File: src/rtl/dma_pkg.sv
// Shared definitions for the DMA control-port sequencer: register map, control bits,
// FSM states, error codes and the one-cycle bus command passed to the bus master.
package dma_pkg;

   localparam logic [2:0] REG_STATUS = 3'd0;
   localparam logic [2:0] REG_RADDR  = 3'd1;
   localparam logic [2:0] REG_WADDR  = 3'd2;
   localparam logic [2:0] REG_LEN    = 3'd3;
   localparam logic [2:0] REG_CTRL   = 3'd6;

   localparam logic [31:0] CTRL_BYTE   = 32'h0000_0001;
   localparam logic [31:0] CTRL_HW     = 32'h0000_0002;
   localparam logic [31:0] CTRL_WORD   = 32'h0000_0004;
   localparam logic [31:0] CTRL_GO     = 32'h0000_0008;
   localparam logic [31:0] CTRL_LEEN   = 32'h0000_0080;
   localparam logic [31:0] CTRL_SWRST  = 32'h0000_1000;
   localparam logic [31:0] STATUS_DONE = 32'h0000_0001;

   typedef enum logic [3:0] {
      ST_IDLE, ST_REJECT, ST_CLR_STAT, ST_WR_RADDR, ST_WR_WADDR, ST_WR_LEN, ST_WR_CTRL,
      ST_POLL_RD, ST_POLL_WAIT, ST_SWRST1, ST_SWRST2, ST_CLR_DONE, ST_FINISH
   } state_t;

   typedef enum logic [1:0] {
      ERR_NONE     = 2'b00,
      ERR_ZERO_LEN = 2'b01,
      ERR_MISALIGN = 2'b10,
      ERR_TIMEOUT  = 2'b11
   } err_code_t;

   typedef struct packed {
      logic        wr;
      logic        rd;
      logic [2:0]  addr;
      logic [31:0] data;
   } avm_cmd_t;

   // Size 11 is treated as a word transfer.
   function automatic logic [31:0] ctrl_word(input logic [1:0] size);
      logic [31:0] w;
      w = CTRL_GO | CTRL_LEEN;
      case (size)
         2'b00:   w = w | CTRL_BYTE;
         2'b01:   w = w | CTRL_HW;
         default: w = w | CTRL_WORD;
      endcase
      return w;
   endfunction

   function automatic err_code_t check_request(input logic len_zero, input logic [1:0] len_lsb,
                                               input logic [1:0] size);
      if (len_zero)                        return ERR_ZERO_LEN;
      if (size == 2'b01 && len_lsb[0])     return ERR_MISALIGN;
      if (size[1] && len_lsb != 2'b00)     return ERR_MISALIGN;
      return ERR_NONE;
   endfunction

endpackage

File: src/rtl/avm_ctrl_master.sv
// Avalon-MM control-port master: registers a one-cycle read/write command onto the bus
// and flags the cycle in which read data is valid, READ_LATENCY cycles after the strobe.
module avm_ctrl_master import dma_pkg::*; #(
   parameter int READ_LATENCY = 1
) (
   input  logic        clk,
   input  logic        reset,
   input  avm_cmd_t    cmd,
   output logic        rd_valid,
   output logic [31:0] rd_data,
   output logic [2:0]  avm_address,
   output logic        avm_chipselect,
   output logic        avm_write_n,
   output logic [31:0] avm_writedata,
   input  logic [31:0] avm_readdata
);

   logic [2:0]              avm_address_reg;
   logic                    avm_chipselect_reg;
   logic                    avm_write_n_reg;
   logic [31:0]             avm_writedata_reg;
   logic [READ_LATENCY-1:0] rd_pipe_reg;

   always_ff @(posedge clk) begin
      if (!reset) begin
         avm_address_reg    <= '0;
         avm_chipselect_reg <= 1'b0;
         avm_write_n_reg    <= 1'b1;
         avm_writedata_reg  <= '0;
         rd_pipe_reg        <= '0;
      end else begin
         avm_chipselect_reg <= cmd.wr | cmd.rd;
         avm_write_n_reg    <= ~cmd.wr;
         if (cmd.wr | cmd.rd) begin
            avm_address_reg   <= cmd.addr;
            avm_writedata_reg <= cmd.wr ? cmd.data : 32'h0;
         end
         // Tag the read strobe cycle and age it until the slave's data is due.
         rd_pipe_reg[0] <= avm_chipselect_reg & avm_write_n_reg;
         for (int i = 1; i < READ_LATENCY; i++)
            rd_pipe_reg[i] <= rd_pipe_reg[i-1];
      end
   end

   assign rd_valid       = rd_pipe_reg[READ_LATENCY-1];
   assign rd_data        = avm_readdata;
   assign avm_address    = avm_address_reg;
   assign avm_chipselect = avm_chipselect_reg;
   assign avm_write_n    = avm_write_n_reg;
   assign avm_writedata  = avm_writedata_reg;

endmodule

File: src/rtl/dma_ctrl_sequencer.sv
// Programs a DMA core for one memory-to-memory transfer per start request, polls for
// completion with a timeout, and recovers from a stuck core by soft-resetting it.
module dma_ctrl_sequencer import dma_pkg::*; #(
   parameter int ADDR_W       = 32,
   parameter int LEN_W        = 11,
   parameter int READ_LATENCY = 1,
   parameter int TIMEOUT_CYC  = 65535
) (
   input  logic              clk,
   input  logic              reset,
   input  logic              start,
   input  logic [ADDR_W-1:0] src_addr,
   input  logic [ADDR_W-1:0] dst_addr,
   input  logic [LEN_W-1:0]  length,
   input  logic [1:0]        size,
   output logic              busy,
   output logic              done,
   output logic              err,
   output logic [1:0]        err_code,
   output logic [2:0]        avm_address,
   output logic              avm_chipselect,
   output logic              avm_write_n,
   output logic [31:0]       avm_writedata,
   input  logic [31:0]       avm_readdata
);

   localparam int CNT_W = $clog2(TIMEOUT_CYC + 1);
   localparam logic [CNT_W:0] TIMEOUT_LIM = (CNT_W + 1)'(TIMEOUT_CYC);

   state_t            state_reg, state_next;
   err_code_t         err_code_reg, req_code;
   logic [ADDR_W-1:0] src_reg, dst_reg;
   logic [LEN_W-1:0]  len_reg;
   logic [1:0]        size_reg;
   logic [CNT_W-1:0]  cnt_reg;
   logic              busy_reg, done_reg, err_reg;
   avm_cmd_t          cmd;
   logic              rd_valid, status_done, timed_out;
   logic [31:0]       rd_data;

   assign req_code    = check_request(length == '0, 2'(length), size);
   assign status_done = (rd_data & STATUS_DONE) != 32'h0;
   // Counts the current sample cycle too, so the limit is reached exactly at TIMEOUT_CYC.
   assign timed_out   = ({1'b0, cnt_reg} + 1'b1) >= TIMEOUT_LIM;

   always_comb begin
      state_next = state_reg;
      cmd        = '0;
      case (state_reg)
         ST_IDLE:      if (start) state_next = (req_code == ERR_NONE) ? ST_CLR_STAT : ST_REJECT;
         ST_REJECT:    state_next = ST_FINISH;
         ST_CLR_STAT:  state_next = ST_WR_RADDR;
         ST_WR_RADDR:  state_next = ST_WR_WADDR;
         ST_WR_WADDR:  state_next = ST_WR_LEN;
         ST_WR_LEN:    state_next = ST_WR_CTRL;
         ST_WR_CTRL:   state_next = ST_POLL_RD;
         ST_POLL_RD:   state_next = ST_POLL_WAIT;
         ST_POLL_WAIT: if (rd_valid) begin
            if (status_done)    state_next = ST_CLR_DONE;
            else if (timed_out) state_next = ST_SWRST1;
            else                state_next = ST_POLL_RD;
         end
         ST_SWRST1:    state_next = ST_SWRST2;
         ST_SWRST2:    state_next = ST_CLR_DONE;
         ST_CLR_DONE:  state_next = ST_FINISH;
         default:      state_next = ST_IDLE;
      endcase

      // Command is chosen for the state being entered so its strobe is visible during that state.
      case (state_next)
         ST_CLR_STAT, ST_CLR_DONE: begin cmd.wr = 1'b1; cmd.addr = REG_STATUS; end
         ST_WR_RADDR: begin cmd.wr = 1'b1; cmd.addr = REG_RADDR; cmd.data = 32'(src_reg); end
         ST_WR_WADDR: begin cmd.wr = 1'b1; cmd.addr = REG_WADDR; cmd.data = 32'(dst_reg); end
         ST_WR_LEN:   begin cmd.wr = 1'b1; cmd.addr = REG_LEN;   cmd.data = 32'(len_reg); end
         ST_WR_CTRL:  begin cmd.wr = 1'b1; cmd.addr = REG_CTRL;  cmd.data = ctrl_word(size_reg); end
         ST_SWRST1, ST_SWRST2: begin cmd.wr = 1'b1; cmd.addr = REG_CTRL; cmd.data = CTRL_SWRST; end
         ST_POLL_RD:  begin cmd.rd = 1'b1; cmd.addr = REG_STATUS; end
         default: ;
      endcase
   end

   always_ff @(posedge clk) begin
      if (!reset) begin
         state_reg    <= ST_IDLE;
         err_code_reg <= ERR_NONE;
         busy_reg     <= 1'b0;
         done_reg     <= 1'b0;
         err_reg      <= 1'b0;
         src_reg      <= '0;
         dst_reg      <= '0;
         len_reg      <= '0;
         size_reg     <= '0;
         cnt_reg      <= '0;
      end else begin
         state_reg <= state_next;
         busy_reg  <= (state_next != ST_IDLE) && (state_next != ST_FINISH);
         done_reg  <= (state_next == ST_FINISH);
         err_reg   <= (state_next == ST_FINISH) && (err_code_reg != ERR_NONE);
         if (state_reg == ST_IDLE && start) begin
            src_reg      <= src_addr;
            dst_reg      <= dst_addr;
            len_reg      <= length;
            size_reg     <= size;
            err_code_reg <= req_code;
            cnt_reg      <= '0;
         end else if ((state_reg == ST_POLL_RD || state_reg == ST_POLL_WAIT) && cnt_reg != '1) begin
            cnt_reg <= cnt_reg + 1'b1;
         end
         if (state_next == ST_SWRST1)
            err_code_reg <= ERR_TIMEOUT;
      end
   end

   assign busy     = busy_reg;
   assign done     = done_reg;
   assign err      = err_reg;
   assign err_code = err_code_reg;

   avm_ctrl_master #(.READ_LATENCY(READ_LATENCY)) u_avm (
      .clk            (clk),
      .reset          (reset),
      .cmd            (cmd),
      .rd_valid       (rd_valid),
      .rd_data        (rd_data),
      .avm_address    (avm_address),
      .avm_chipselect (avm_chipselect),
      .avm_write_n    (avm_write_n),
      .avm_writedata  (avm_writedata),
      .avm_readdata   (avm_readdata)
   );

endmodule

File: config.mk
export PLATFORM = sky130hd
export DESIGN_NAME = dma_ctrl_sequencer
export DESIGN_NICKNAME = d
export VERILOG_FILES = /design/src/rtl/dma_pkg.sv /design/src/rtl/avm_ctrl_master.sv /design/src/rtl/dma_ctrl_sequencer.sv
export SDC_FILE = /design/constraint.sdc
export NUM_CORES = 1
export LEC_CHECK = 0
export CAP_MARGIN = 20
export CORE_ASPECT_RATIO = 0.5
export CORE_UTILIZATION = 40
export CTS_CLUSTER_SIZE = 40
export DETAILED_ROUTE_END_ITERATION = 6
export PLACE_DENSITY = 0.68
export SLEW_MARGIN = 20
export SYNTH_ARGS = -nofsm -noshare
export SYNTH_HDL_FRONTEND = slang
export SYNTH_SLANG_ARGS = --single-unit
File: constraint.sdc
create_clock -name clk -period 3.8 [get_ports clk]
set_input_delay 0.57 -clock clk [delete_from_list [all_inputs] [get_ports clk]]
set_output_delay 0.57 -clock clk [all_outputs]
set_load 0.02 [all_outputs]
# Word-level counts from Yosys, hierarchy flattened
# Index checks and enable logic that the tools add are counted.
# totals
elab_cells,93
latchBits,0
output_inout_bits,42
input_bits,112
mem_count,0
romBits,0
mem_bits_rw,0
reg_bits,140
# classes
eq_ne,25
mul,0
order_cmp,1
n_div,0
n_shift,0
reduce_logical,20
mux,26
add_sub_neg,2
bitwise_logic,4
# ops
cell,count
32-bit one-hot mux with 5 select lines,1
4-bit one-hot mux with 11 select lines,1
"4-bit by 3-bit equality test with 1-bit output, second input constant",8
"4-bit equality test, second input constant",8
32-bit two-way mux,1
2-bit two-way mux,9
"16-bit by 1-bit adder with 17-bit output, second input constant",1
"17-bit by 16-bit greater-or-equal comparator with 1-bit output, second input constant",1
"16-bit by 1-bit adder with 16-bit output, second input constant",1
"4-bit by 2-bit equality test with 1-bit output, second input constant",4
4-bit two-way mux,4
"16-bit inequality test, second input constant",1
3-bit one-hot mux with 4 select lines,1
11-bit logical NOT,1
1-bit two-way mux,8
8-bit OR reduction,1
1-bit logical AND,6
3-bit one-hot mux with 2 select lines,1
2-bit nonzero test,3
2-bit OR reduction,3
"2-bit by 1-bit equality test with 1-bit output, second input constant",2
"4-bit by 1-bit equality test with 1-bit output, second input constant",1
2-bit logical NOT,2
4-bit logical NOT,1
other kinds (7),8

# Depth between registers and ports, before layout
# logic_depth
depth_word,17
ltp_mapped,14

# By module
# From an unflattened synthesis, not the netlist that was laid out.
# unflattened
cells_unflattened,813
area_unflattened_um2,6974.2
# modules_own_cells
module,seq_area_each_um2,cells_each,n_inst,area_each_um2
dma_ctrl_sequencer,2042.0,618,1,4952.2
avm_ctrl_master,760.7,195,1,2021.9

# Worst setup path after synthesis
# No wires, ideal clock.
# synth_path
path_kind,reg-to-reg
start,register cnt_reg[0]
end,"register u_avm.avm_writedata_reg[23], in the netlist u_avm.avm_writedata[23]"
t_arrival_ns,2.532
stages_incl_launch_ff,14
slack_ns,1.140
cell_sequence,dfxtp_1 > ha_1 > nand3_1 > o21a_1 > o2111a_1 > o211ai_2 > a21oi_1 > or2_1 > buf_2 > o211a_1 > buf_6 > buf_6 > a222oi_1 > nor2_1
# synth_via
elab_chain_len,10
# synth_rtl
element,line,text
from (decl),dma_ctrl_sequencer.sv:35,logic [CNT_W-1:0] cnt_reg;
from (signal assigned),dma_ctrl_sequencer.sv:107,cnt_reg <= cnt_reg + 1'b1;
16-bit by 1-bit adder with 17-bit output *,dma_ctrl_sequencer.sv:44,"assign timed_out = ({1'b0, cnt_reg} + 1'b1) >= TIMEOUT_LIM;"
17-bit by 16-bit greater-or-equal comparator with 1-bit output *,dma_ctrl_sequencer.sv:44,
4-bit two-way mux *,dma_ctrl_sequencer.sv:60,else if (timed_out) state_next = ST_SWRST1;
4-bit two-way mux *,dma_ctrl_sequencer.sv:59,if (status_done) state_next = ST_CLR_DONE;
4-bit two-way mux *,dma_ctrl_sequencer.sv:58,ST_POLL_WAIT: if (rd_valid) begin
4-bit one-hot mux with 11 select lines *,dma_ctrl_sequencer.sv:49,case (state_reg)
"4-bit equality test, or another cell as far along",dma_ctrl_sequencer.sv:70,case (state_next)
2-bit OR reduction / 8-bit OR reduction (equally long branches),n/a,
32-bit one-hot mux with 5 select lines / 1-bit two-way mux (equally long branches),dma_ctrl_sequencer.sv:70,
32-bit two-way mux / 1-bit bitwise OR (equally long branches),"avm_ctrl_master.sv:36, avm_ctrl_master.sv:34",
to (signal assigned),avm_ctrl_master.sv:36,avm_writedata_reg <= cmd.wr ? cmd.data : 32'h0;
to (decl),avm_ctrl_master.sv:21,logic [31:0] avm_writedata_reg;
# Mark *: on every way between the ends. The rest lies on a longest branch, timed or not.
# A chain may end at the register's enable or synchronous reset.

# Worst setup path in the final report
# layout_path
start,register cnt_reg[0]
end,"register u_avm.avm_writedata_reg[1], in the netlist u_avm.avm_writedata[1]"
# The elaborated chain is that of the path after synthesis.

==> summary.md <==
| Metric | Value |
|---|---|
| Status | finished clean |
| Final worst-path cycle share | 86.23% |
| Final hold viol count | 0 |
| Final Core Density | 55.39% |
| Vias per cell | 5.194 |
| Max Buffers Root-to-Sink | 2 |
| Top-count cell post-synth | nand2_1 |
| Crit path largest cell delay | 550 ps |
| Largest net degree at the start of global routing | 82 |
| Vias in the first global route | 4,811 |
| Final setup vio count | 0 |
| Clock period minus worst slack | 3277 ps |
| Yosys warnings | 0 |
| Fmax | 305.2 MHz |
| Wire length per cell | 14.61 um |
| DRT Pass-1 Iters | 6 |
| Worst EP arrival | 3570 ps |
| DRC viols | 0 |
| 1st-iter DRT viols | 416 |
| Top cell type's share of synthesized area | 50.01% |
| Multi-input gate area | 2559 um2 |
| CTS Hold Buffers Added | 0 |
| Routability Congestion | 0.8707 |
| Synthesized flop and latch total | 140 |
| Yosys top cell by area | dfxtp_1 |
| P_leak | 0.002682 uW |
| Sink Count | 140 |
| Setup TNS | 0 ps |
| Slew HR | 43.86% |
| IO Count | 154 |
| # nets final | 901 |
| Critical path class | reg2reg |
| Mapped Nets | 802 |
| Post-synthesis cell area | 5604 um2 |
| Die area | 14,520 um2 |
| Resized Gates After CTS | 0 |
| Final wirelength | 14,480 um |
| Max-Cap Viols | 0 |
| First-pass GRT wire length | 24,070 um |
| P&R area growth vs syn | 34.67% |
| PortBufs | 122 |
| RSZ-0062 raised after global routing | no |
| Worst-Margin Slew | 842.1 ps |
| H-tree levels | 4 |
| Startpoint Class | register |
| Register area share after synthesis | 50.01% |
| Clock transition at the registers of the reported paths | 60 ps |
| Leading register cell type out of synthesis | dfxtp_1 |
| Root Driver | clkbuf_16 |
| Clk_skew | 10.84 ps |
| Number of synthesized flops with an enable pin | 0 |
| Total power | 5976 uW |
| Die X | 169.4 um |
| Number of CTS-inserted buffers | 17 |
| Total gr overflow | 0 |
| Max FO, Critical Path | 15 |
| VDD IR max | 684.9 uV |
| Critical Path RT | 4090 ps |
| Cell Chain, Critical Path | ha_1, nand3_1, nor2_1, nand3_1, a32oi_1, nor2_2, buf_4, a222oi_1, a31oi_1 |
| Synth async-reset ratio | 0% |
| Clock tree from TritonCTS | done |
| Post-DRT Antenna Nets | 0 |
| Initial Util | 41.13% |
| Routed via count | 5,147 |
| Power Density | 791.9 nW/um2 |
| Count of cell types in the netlist | 52 |
| Fill cells | 1,290 |
| Cell count after synthesis | 688 |
| Hold Crit Class | reg2reg |
| Reg area | 2803 um2 |
| Die height | 85.70 um |
| HPWL Detailed | 9336 um |
| CP endpoint kind | register |
| Core area | 13,630 um2 |
| Setup bufs post-CTS | 0 |
| Synth cell count leaders | nand2_1 (190), dfxtp_1 (140), a21oi_1 (96), nor2_1 (53), clkbuf_1 (39) |
| Most used cell, CP | nand3_1 |
| Gr usage total | 20.90% |
| Synthesized area per cell | 8.146 um2 |
| Synth area leaders | dfxtp_1 (50%), nand2_1 (13%), a21oi_1 (8.6%) |
| Num rows | 30 |
| Initial antenna violation count | 0 |
| Pins Over Slew Limit | 0 |
| Ant diodes | 0 |
| Ratio of cells with drive above 1 in the final layout | 6.383% |
| Slowest CP cell | a32oi_1 |
| Clock latency on the worst-skew pair | 420 ps |
layout by cell type, fill, tap and decap left out, types with 4 or more instances in the layout:
master,n
nand2_1,190
dfxtp_1,140
clkdlybuf4s50_1,122
a21oi_1,96
nor2_1,52
a222oi_1,31
clkbuf_16,17
nand3_1,13
o21ai_0,13
xor2_1,9
nor3_1,8
inv_6,7
buf_4,7
and2_1,6
o21a_1,6
a31oi_1,6
xnor2_1,5
inv_1,5
nand4_1,4
nand2b_1,4
area by class of cell:
cell class | count | share of cell area [%]
well taps | 192 | 3.183
clock buffers | 17 | 5.637
repair buffers | 131 | 17.41
clock inverters | 14 | 2.420
flip-flops and latches | 140 | 37.14
multi-input cells | 491 | 33.90
inverters | 6 | 0.3150
metrics by stage:
| stage | setup WS (ps) | instance area (um2) | hold WS (ps) | cells |
|---|---|---|---|---|
| final | 523.3 | 7547 | 455.6 | 991 |
| after global routing | 275.7 | 7547 | 469.7 | 991 |
| after CTS | 524.0 | 7547 | 454.8 | 991 |
| after detailed placement | 402.9 | 6939 | 446.9 | 960 |
| after global placement | 441.2 | 6939 | 442.8 | 960 |
| after floorplan | 1140 | 5604 | 435.7 | 688 |
critical path: cells and delay by family (launching register included):
| family | cells | cell delay (ps) |
|---|---|---|
| buf+inv | 1 | 280 |
| fa+ha+maj | 1 | 230 |
| flops | 1 | 430 |
| simple gates | 4 | 1220 |
| compound gates | 3 | 970 |
cells by family (layout without fill, tap and decap cells):
group                    count (synthesis)  count (layout)  synth area share [%]
AO/OA/AOI/OAI                          174             174                 20.03
AND/OR/NAND/NOR                        301             301                 22.75
flip-flops                             140             140                 50.01
adder cells (fa/ha/maj)                  2               2                0.4465
XOR/XNOR                                14              14                 2.188
buffers and inverters                   57             168                 4.577
per-layer routing:
metal / vias to the layer above / track usage, % / part of all wire [%]
met1: 2416 / 27.38 / 45
met2: 131 / 34.27 / 48
met5: - / 0 / 0
met3: 13 / 5.122 / 5.6
li1: 2587 / - / -
met4: 0 / 6.306 / 0.90
report_power, final:
group / total [uW] / internal, uW / switching (uW)
sequential: 2050 / 1820 / 233
combinational: 2210 / 786 / 1430
clock: 1710 / 1040 / 666
total: 5980 / 3650 / 2330
worst paths after layout:
kind,start,to,slack (ps),cells after the start
worst min-delay path,dst_reg[18],dst_reg[18],460,2
worst min register to register,dst_reg[18],dst_reg[18],460,2
worst max-delay path,cnt_reg[0],u_avm.avm_writedata[1],520,9
worst max register to register,cnt_reg[0],u_avm.avm_writedata[1],520,9
No activity file was read; power rests on OpenSTA's default activity.
